--- config.mk ---
export PLATFORM = sky130hd
export DESIGN_NAME = cic_comb_chain
export DESIGN_NICKNAME = d
export VERILOG_FILES = /design/src/rtl/cic_comb_chain.sv
export SDC_FILE = /design/constraint.sdc
export NUM_CORES = 2
export LEC_CHECK = 0
export ABC_AREA = 1
export ABC_CLOCK_PERIOD_IN_PS = 7800
export BUFFER_PORTS_ARGS = -buffer_cell sky130_fd_sc_hd__buf_2
export CAP_MARGIN = 20
export CORE_UTILIZATION = 60
export DETAILED_ROUTE_END_ITERATION = 16
export GPL_ROUTABILITY_DRIVEN = 1
export PLACE_DENSITY = 0.74
export SLEW_MARGIN = 20
export SYNTH_ARGS = -nofsm -noshare
export SYNTH_HDL_FRONTEND = slang
export SYNTH_SLANG_ARGS = --single-unit
--- constraint.sdc ---
create_clock -name clock -period 7.8 [get_ports clock]
set_input_delay 2.34 -clock clock [delete_from_list [all_inputs] [get_ports clock]]
set_output_delay 2.34 -clock clock [all_outputs]
set_load 0.005 [all_outputs]
--- src/rtl/cic_comb_chain.sv ---
// cic_comb_chain: multi-stage, multi-channel CIC comb with differential delay.
// Channels are time-interleaved through one shared fixed-latency pipeline.
module cic_comb_chain #(
  parameter int WIDTH      = 64,
  parameter int STAGES     = 5,
  parameter int DIFF_DELAY = 1,
  parameter int CHANNELS   = 2,
  parameter int CHAN_W     = 1
) (
  input  logic              clock,
  input  logic              reset,
  input  logic              bypass,
  input  logic              in_strobe,
  input  logic [CHAN_W-1:0] in_chan,
  input  logic [WIDTH-1:0]  in_data,
  output logic              out_strobe,
  output logic [CHAN_W-1:0] out_chan,
  output logic [WIDTH-1:0]  out_data
);

  localparam logic [CHAN_W:0] NCH = (CHAN_W+1)'(CHANNELS);

  logic [STAGES-1:0] p_v;
  logic [STAGES-1:0] p_b;
  logic [CHAN_W-1:0] p_c [STAGES];
  logic [WIDTH-1:0]  p_x [STAGES];
  logic [WIDTH-1:0]  p_r [STAGES];
  logic [WIDTH-1:0]  y   [STAGES];
  logic [WIDTH-1:0]  h   [STAGES][CHANNELS][DIFF_DELAY];
  logic              accept;

  assign accept = in_strobe && ({1'b0, in_chan} < NCH);

  always_comb begin
    for (int k = 0; k < STAGES; k++) begin
      y[k] = p_x[k] - h[k][p_c[k]][DIFF_DELAY-1];
    end
  end

  always_ff @(posedge clock) begin
    if (reset) begin
      p_v        <= '0;
      p_b        <= '0;
      out_strobe <= 1'b0;
      out_chan   <= '0;
      out_data   <= '0;
      for (int k = 0; k < STAGES; k++) begin
        p_c[k] <= '0;
        p_x[k] <= '0;
        p_r[k] <= '0;
        for (int c = 0; c < CHANNELS; c++) begin
          for (int i = 0; i < DIFF_DELAY; i++) begin
            h[k][c][i] <= '0;
          end
        end
      end
    end else begin
      p_v[0] <= accept;
      if (accept) begin
        p_c[0] <= in_chan;
        p_b[0] <= bypass;
        p_x[0] <= in_data;
        p_r[0] <= in_data;
      end
      // histories always take the comb-path input, even when bypassed
      for (int k = 0; k < STAGES; k++) begin
        if (p_v[k]) begin
          for (int i = DIFF_DELAY-1; i > 0; i--) begin
            h[k][p_c[k]][i] <= h[k][p_c[k]][i-1];
          end
          h[k][p_c[k]][0] <= p_x[k];
        end
      end
      for (int k = 0; k < STAGES-1; k++) begin
        p_v[k+1] <= p_v[k];
        if (p_v[k]) begin
          p_c[k+1] <= p_c[k];
          p_b[k+1] <= p_b[k];
          p_x[k+1] <= y[k];
          p_r[k+1] <= p_r[k];
        end
      end
      out_strobe <= p_v[STAGES-1];
      if (p_v[STAGES-1]) begin
        out_chan <= p_c[STAGES-1];
        out_data <= p_b[STAGES-1] ? p_r[STAGES-1] : y[STAGES-1];
      end
    end
  end

endmodule

==> Yosys cells after proc, flatten, opt, wreduce, memory -nomap -nowiden <==
Memory sizes are Yosys's and may differ from the RTL's.
Index checks and enable logic that the tools add are counted.
{ "word_totals": {"reg_bits": 76, "ramBits": 1285, "input_bits": 69, "output_inout_bits": 66, "elab_cells": 1398, "mem_count": 4} }
{ "op_classes": {"add_sub_neg": 5, "magnitude_cmp": 10, "muxes": 705, "bitwise_logic": 660, "reduce_logical": 5} }
{ "memory_table": {"columns": ["memory", "words", "word_bits", "rd", "rd_clocked_by_memory_dff", "wr", "line_no", "source"], "rows": [
  ["h", 5, 128, 5, 0, 5, "29", "logic [WIDTH-1:0] h [STAGES][CHANNELS][DIFF_DELAY];"],
  ["p_r", 5, 64, 5, 0, 5, "27", "logic [WIDTH-1:0] p_r [STAGES];"],
  ["p_x", 5, 64, 5, 0, 5, "26", "logic [WIDTH-1:0] p_x [STAGES];"],
  ["p_c", 5, 1, 5, 0, 5, "25", "logic [CHAN_W-1:0] p_c [STAGES];"]
]} }
{ "op_table": {"columns": ["op", "n"], "rows": [
  ["$mux W64", 31],
  ["$mux W1", 664],
  ["$or A1 B1 Y1", 655],
  ["$mux W128", 5],
  ["$demux W64 S1", 5],
  ["$sub A64 B64 Y64", 5],
  ["$ge A2 B2 Y1 const B", 5],
  ["$lt A2 B1 Y1 const B", 5],
  ["$not A1 Y2", 5],
  ["$logic_and A1 B1 Y1", 5]
]} }

==> Logic depth before layout (Yosys ltp) <==
{ "depth": {"ltp_word": 7, "ltp_mapped": 22, "depth_no_buf": 21} }

==> Worst setup path before layout <==
No wires, ideal clock.
{ "synth_path": {"kind": "input to register", "from": "input reset", "to": "memory p_c[1][0] (netlist: p_c[0][1]) (enable)", "arrival_ns": 5.015, "t_required_ns": 6.682, "slack_ns": 1.668, "cell_stages": 4, "n_path_buf": 2, "path_cell_list": "buf_6 -> inv_1 -> buf_1 -> nand2_1"} }
{ "synth_lines": {"columns": ["element", "line_no", "source"], "rows": [
  ["start: declaration", "11", "input logic reset,"],
  ["end: declaration", "25", null]
]} }

==> impl_metrics.env <==
export IMPL_tritoncts="done"
export IMPL_hpwlAfterDp_um=182000
export IMPL_ctsHtreeMaxLevel=4
export IMPL_synth_fa_ha_area_share_pct=5.49
export IMPL_fillerInstances=10200
export IMPL_drt_iter0_drc=7717
export IMPL_clk_pin_slew_worst_paths_ns=0.06
export IMPL_least_margin_pin_slew_ns=1.12
export IMPL_synthesis_area_mm2=0.0747
export IMPL_synth_edf_count=1221
export IMPL_switching_power_w=0.00786
export IMPL_post_layout_nonfiller_instances=10700
export IMPL_floorplan_initialDensity_pct=60.4
export IMPL_worst_path_max_fanout=97
export IMPL_reg2reg_from="p_c[0][3]"
export IMPL_worst_clock_skew_ns=0.0476
export IMPL_asyncSetResetFlopFracSynth_pct=0
export IMPL_fraction_of_synthesized_area_in_multiplexers_pct=4.11
export IMPL_die_h_um=355
export IMPL_critical_path_slowest_cell="sky130_fd_sc_hd__and2_4"
export IMPL_wl_per_cell_um=21.9
export IMPL_kind_of_launch_point_of_the_worst_setup_path="primary input"
export IMPL_worstSetupPathType="primary input to flip-flop"
export IMPL_timing_critical_path_required_ns=8.30
export IMPL_clk_insertion_delay_late_ns=0.81
export IMPL_min_delay_path_class="flip-flop to flip-flop"
export IMPL_grt_first_pass_wirelength_um=348000
export IMPL_setup_tns_ns=0
export IMPL_worst_setup_path_startpoint="reset"
export IMPL_power_share_combinational_pct=28.7
export IMPL_unique_cell_type_count_in_the_yosys_netlist=51
export IMPL_globalRoute_totalOverflow=0
export IMPL_holdCritStartpoint="out_data[43]"
export IMPL_gp_routability_congestion=1.00
export IMPL_synth_simple_area_share_pct=20.7
export IMPL_cts_hold_buffers=0
export IMPL_final_period_minus_worst_setup_slack_ns=5.23
export IMPL_dominantRegCellSynth="sky130_fd_sc_hd__edfxtp_1"
export IMPL_synth_top_family_by_area="simple AND/OR/NAND/NOR gates"
export IMPL_final_min_period_over_clock_period_pct=67.0
export IMPL_synth_net_count=9266
export IMPL_cp_cell_sequence="buf_2 -> buf_4 -> nor2_1 -> nor3_1 -> and2_4 -> inv_6 -> buf_4 -> o21ai_1 -> a21oi_1"
export IMPL_max_freq_ghz=0.191
export IMPL_final_hold_violation_count=0
export IMPL_cts_resized=0
export IMPL_timing_critical_path_mode_cell="sky130_fd_sc_hd__buf_4"
export IMPL_postSynthRegisterBits=1297
export IMPL_power_share_clock_pct=30.8
export IMPL_number_of_maximum_capacitance_violations=0
export IMPL_fp_row_count=129
export IMPL_grt_pass1_vias=58100
export IMPL_via_per_inst=5.69
export IMPL_post_route_drc_count=0
export IMPL_critical_path_endpoint_type="flip-flop"
export IMPL_cts_setup_buffers=0
export IMPL_die_span_in_x_um=355
export IMPL_ir_drop_mv=0.254
export IMPL_finish_net_count=9377
export IMPL_powerDensity_mw_per_mm2=266
export IMPL_ctsRootBufferMaster="sky130_fd_sc_hd__clkbuf_16"
export IMPL_post_route_cells_drive_above_1_share_pct=5.29
export IMPL_p_int_w=0.0138
export IMPL_grt_setup_unrepaired="false"
export IMPL_worst_path_arrival_ns=5.73
export IMPL_fp_dieArea_mm2=0.126
export IMPL_dr_total_vias=61100
export IMPL_num_io_pins=135
export IMPL_worst_path_largest_cell_delay_ns=0.80
export IMPL_yosys_warnings=0
export IMPL_drt_antenna_violating_nets=0
export IMPL_globalRouteTotalUtil_pct=37.0
export IMPL_setup_viol=0
export IMPL_placed_cells=10500
export IMPL_buffer_ports_inserted=134
export IMPL_fraction_of_the_mapped_netlist_area_in_compound_gates_pct=9.21
export IMPL_p_leak_nw=36.3
export IMPL_grt_start_max_net_pins=174
export IMPL_cp_top_family="buffers and inverters"
export IMPL_layout_area_overhead_vs_synth_pct=9.18
export IMPL_grt_antenna_before_repair=3
export IMPL_tritoncts_num_buffers=139
export IMPL_power_switching_share_pct=36.3
export IMPL_detail_route_first_pass_iterations=8
export IMPL_clock_path_buffers=3
export IMPL_drv_slew=0
export IMPL_core_area_mm2=0.124
export IMPL_max_slew_margin_rel_pct=25.6
export IMPL_cts_sinks=1297
export IMPL_postSynthCellCount=8872
export IMPL_critical_path_n_buffers_inverters=4
export IMPL_synthXorXnorAreaFrac_pct=0.446
export IMPL_wl_um=235000
export IMPL_syn_area_per_cell_um2=8.42
export IMPL_proportion_of_synthesized_chip_area_in_sequential_cells_pct=51.1
export IMPL_layout_cells_most_common="sky130_fd_sc_hd__nor2_1"
export IMPL_seq_power_share_pct=40.4
export IMPL_top_library_cells_by_usage_in_the_layout_fill_and_taps_aside="1917 x sky130_fd_sc_hd__nor2_1, 1562 x sky130_fd_sc_hd__nand2_1, 1514 x sky130_fd_sc_hd__inv_1, 1221 x sky130_fd_sc_hd__edfxtp_1, 646 x sky130_fd_sc_hd__a21oi_1"
export IMPL_outcome="completed"
==> path summary, 6_finish.rpt <==
check,depth (start not counted),slack (ns),endpoint
hold reg to reg,2,0.47,out_data[43]
setup reg to reg,12,3.25,p_x[0][311]
hold / removal,2,0.47,out_data[43]
setup / recovery,9,2.57,p_x[0][238]
==> cell type report <==
class	count	area, µm²	share of cell area (%)
clock buffer	180	3710	4.55
antenna	2	5.00	0.00614
multi-input combinational	5850	30000	36.7
tap	1637	2050	2.51
inverter	1521	5720	7.01
timing repair buffer	174	1060	1.30
sequential	1297	38200	46.8
clock inverter	68	881	1.08
==> power by group through the flow <==
stage	Clock, W	Combinational, W	Sequential, W
3_5_place_dp	0	0.00600	0.00888
4_1_cts	0.00670	0.00605	0.00874
2_1_floorplan	0	0.00406	0.00859
3_3_place_gp	0	0.00596	0.00887
5_1_grt	0.00697	0.00676	0.00877
6_report	0.00668	0.00623	0.00876
==> logic make-up (layout without fill, tap and decap cells) <==
logic type	after synthesis	after routing
and+or+nand+nor	3925	3925
buffers and inverters	1725	1943
DFF	1297	1297
AOI/OAI and AO/OA	1255	1255
adders and majority gates	325	325
muxes	307	307
xor gates and xnor gates	38	38
other	0	2
==> cells in the mapped netlist, types with 7 or more instances <==
master	instances	area, µm²
sky130_fd_sc_hd__nor3_1	58	290
sky130_fd_sc_hd__buf_1	10	37.5
sky130_fd_sc_hd__clkbuf_1	103	387
sky130_fd_sc_hd__dfxtp_1	76	1520
sky130_fd_sc_hd__nor2_1	1917	7200
sky130_fd_sc_hd__nand2_2	25	156
sky130_fd_sc_hd__o21ai_2	8	70.1
sky130_fd_sc_hd__buf_2	72	360
sky130_fd_sc_hd__nor4_1	8	50.1
sky130_fd_sc_hd__a21oi_1	646	3230
sky130_fd_sc_hd__o21a_1	31	233
sky130_fd_sc_hd__o21ai_0	335	1680
sky130_fd_sc_hd__xnor2_1	18	158
sky130_fd_sc_hd__o21ai_1	40	200
sky130_fd_sc_hd__a31oi_1	37	231
sky130_fd_sc_hd__nor2_2	9	56.3
sky130_fd_sc_hd__a21o_1	45	338
sky130_fd_sc_hd__nand2_1	1587	5960
sky130_fd_sc_hd__buf_4	16	120
sky130_fd_sc_hd__mux2i_1	307	3070
sky130_fd_sc_hd__o211ai_1	22	165
sky130_fd_sc_hd__o21bai_1	40	300
sky130_fd_sc_hd__nand3_2	9	90.1
sky130_fd_sc_hd__nand3_1	253	1270
sky130_fd_sc_hd__inv_1	1515	5690
sky130_fd_sc_hd__edfxtp_1	1221	36700
sky130_fd_sc_hd__nand3b_1	7	52.6
sky130_fd_sc_hd__ha_1	320	4000
sky130_fd_sc_hd__xor2_1	20	175
sky130_fd_sc_hd__and2_1	12	75.1
sky130_fd_sc_hd__nand4_1	22	138
sky130_fd_sc_hd__a21boi_0	27	203
==> worst register-to-register path: cells and delay by family, from the launching register on <==
kind	cells	cell delay, ns
compound gates	5	1.45
fa+ha+maj	1	0.37
buf+inv	1	0.81
flops	1	1.05
mux	1	0.34
simple gates	4	0.30
==> flip-flops by register name, summed over array words and instances, names as in the netlist <==
name	cells
p_r	256
p_c	5
h	640
p_b	5
p_v	5
out_data	64
out_chan	1
out_strobe	1
p_x	320
==> stage by stage <==
stage / instance area [µm²] / hold WS, ns / total power (W) / utilization, % / worst slack, ns
floorplan: 74700 / 0.450 / 0.0126 / - / 1.67
global placement: 76900 / 0.451 / 0.0148 / 62.2 / 1.91
detailed placement: 76900 / 0.455 / 0.0149 / 62.2 / 1.87
CTS: 81500 / 0.463 / 0.0215 / 65.9 / 2.62
global route: 81600 / 0.486 / 0.0225 / 66.0 / 2.40
finish: 81600 / 0.465 / 0.0217 / 66.0 / 2.57
==> layer usage <==
layer	up-vias	GRT usage, %	part of all wire, %
met5	-	0	0.0055
met4	2	16.4	4.6
met3	536	5.58	8.2
met2	2785	61.0	47
met1	28700	48.6	40
li1	29000	-	-
Note: power is estimated with default switching activity, not from simulation.
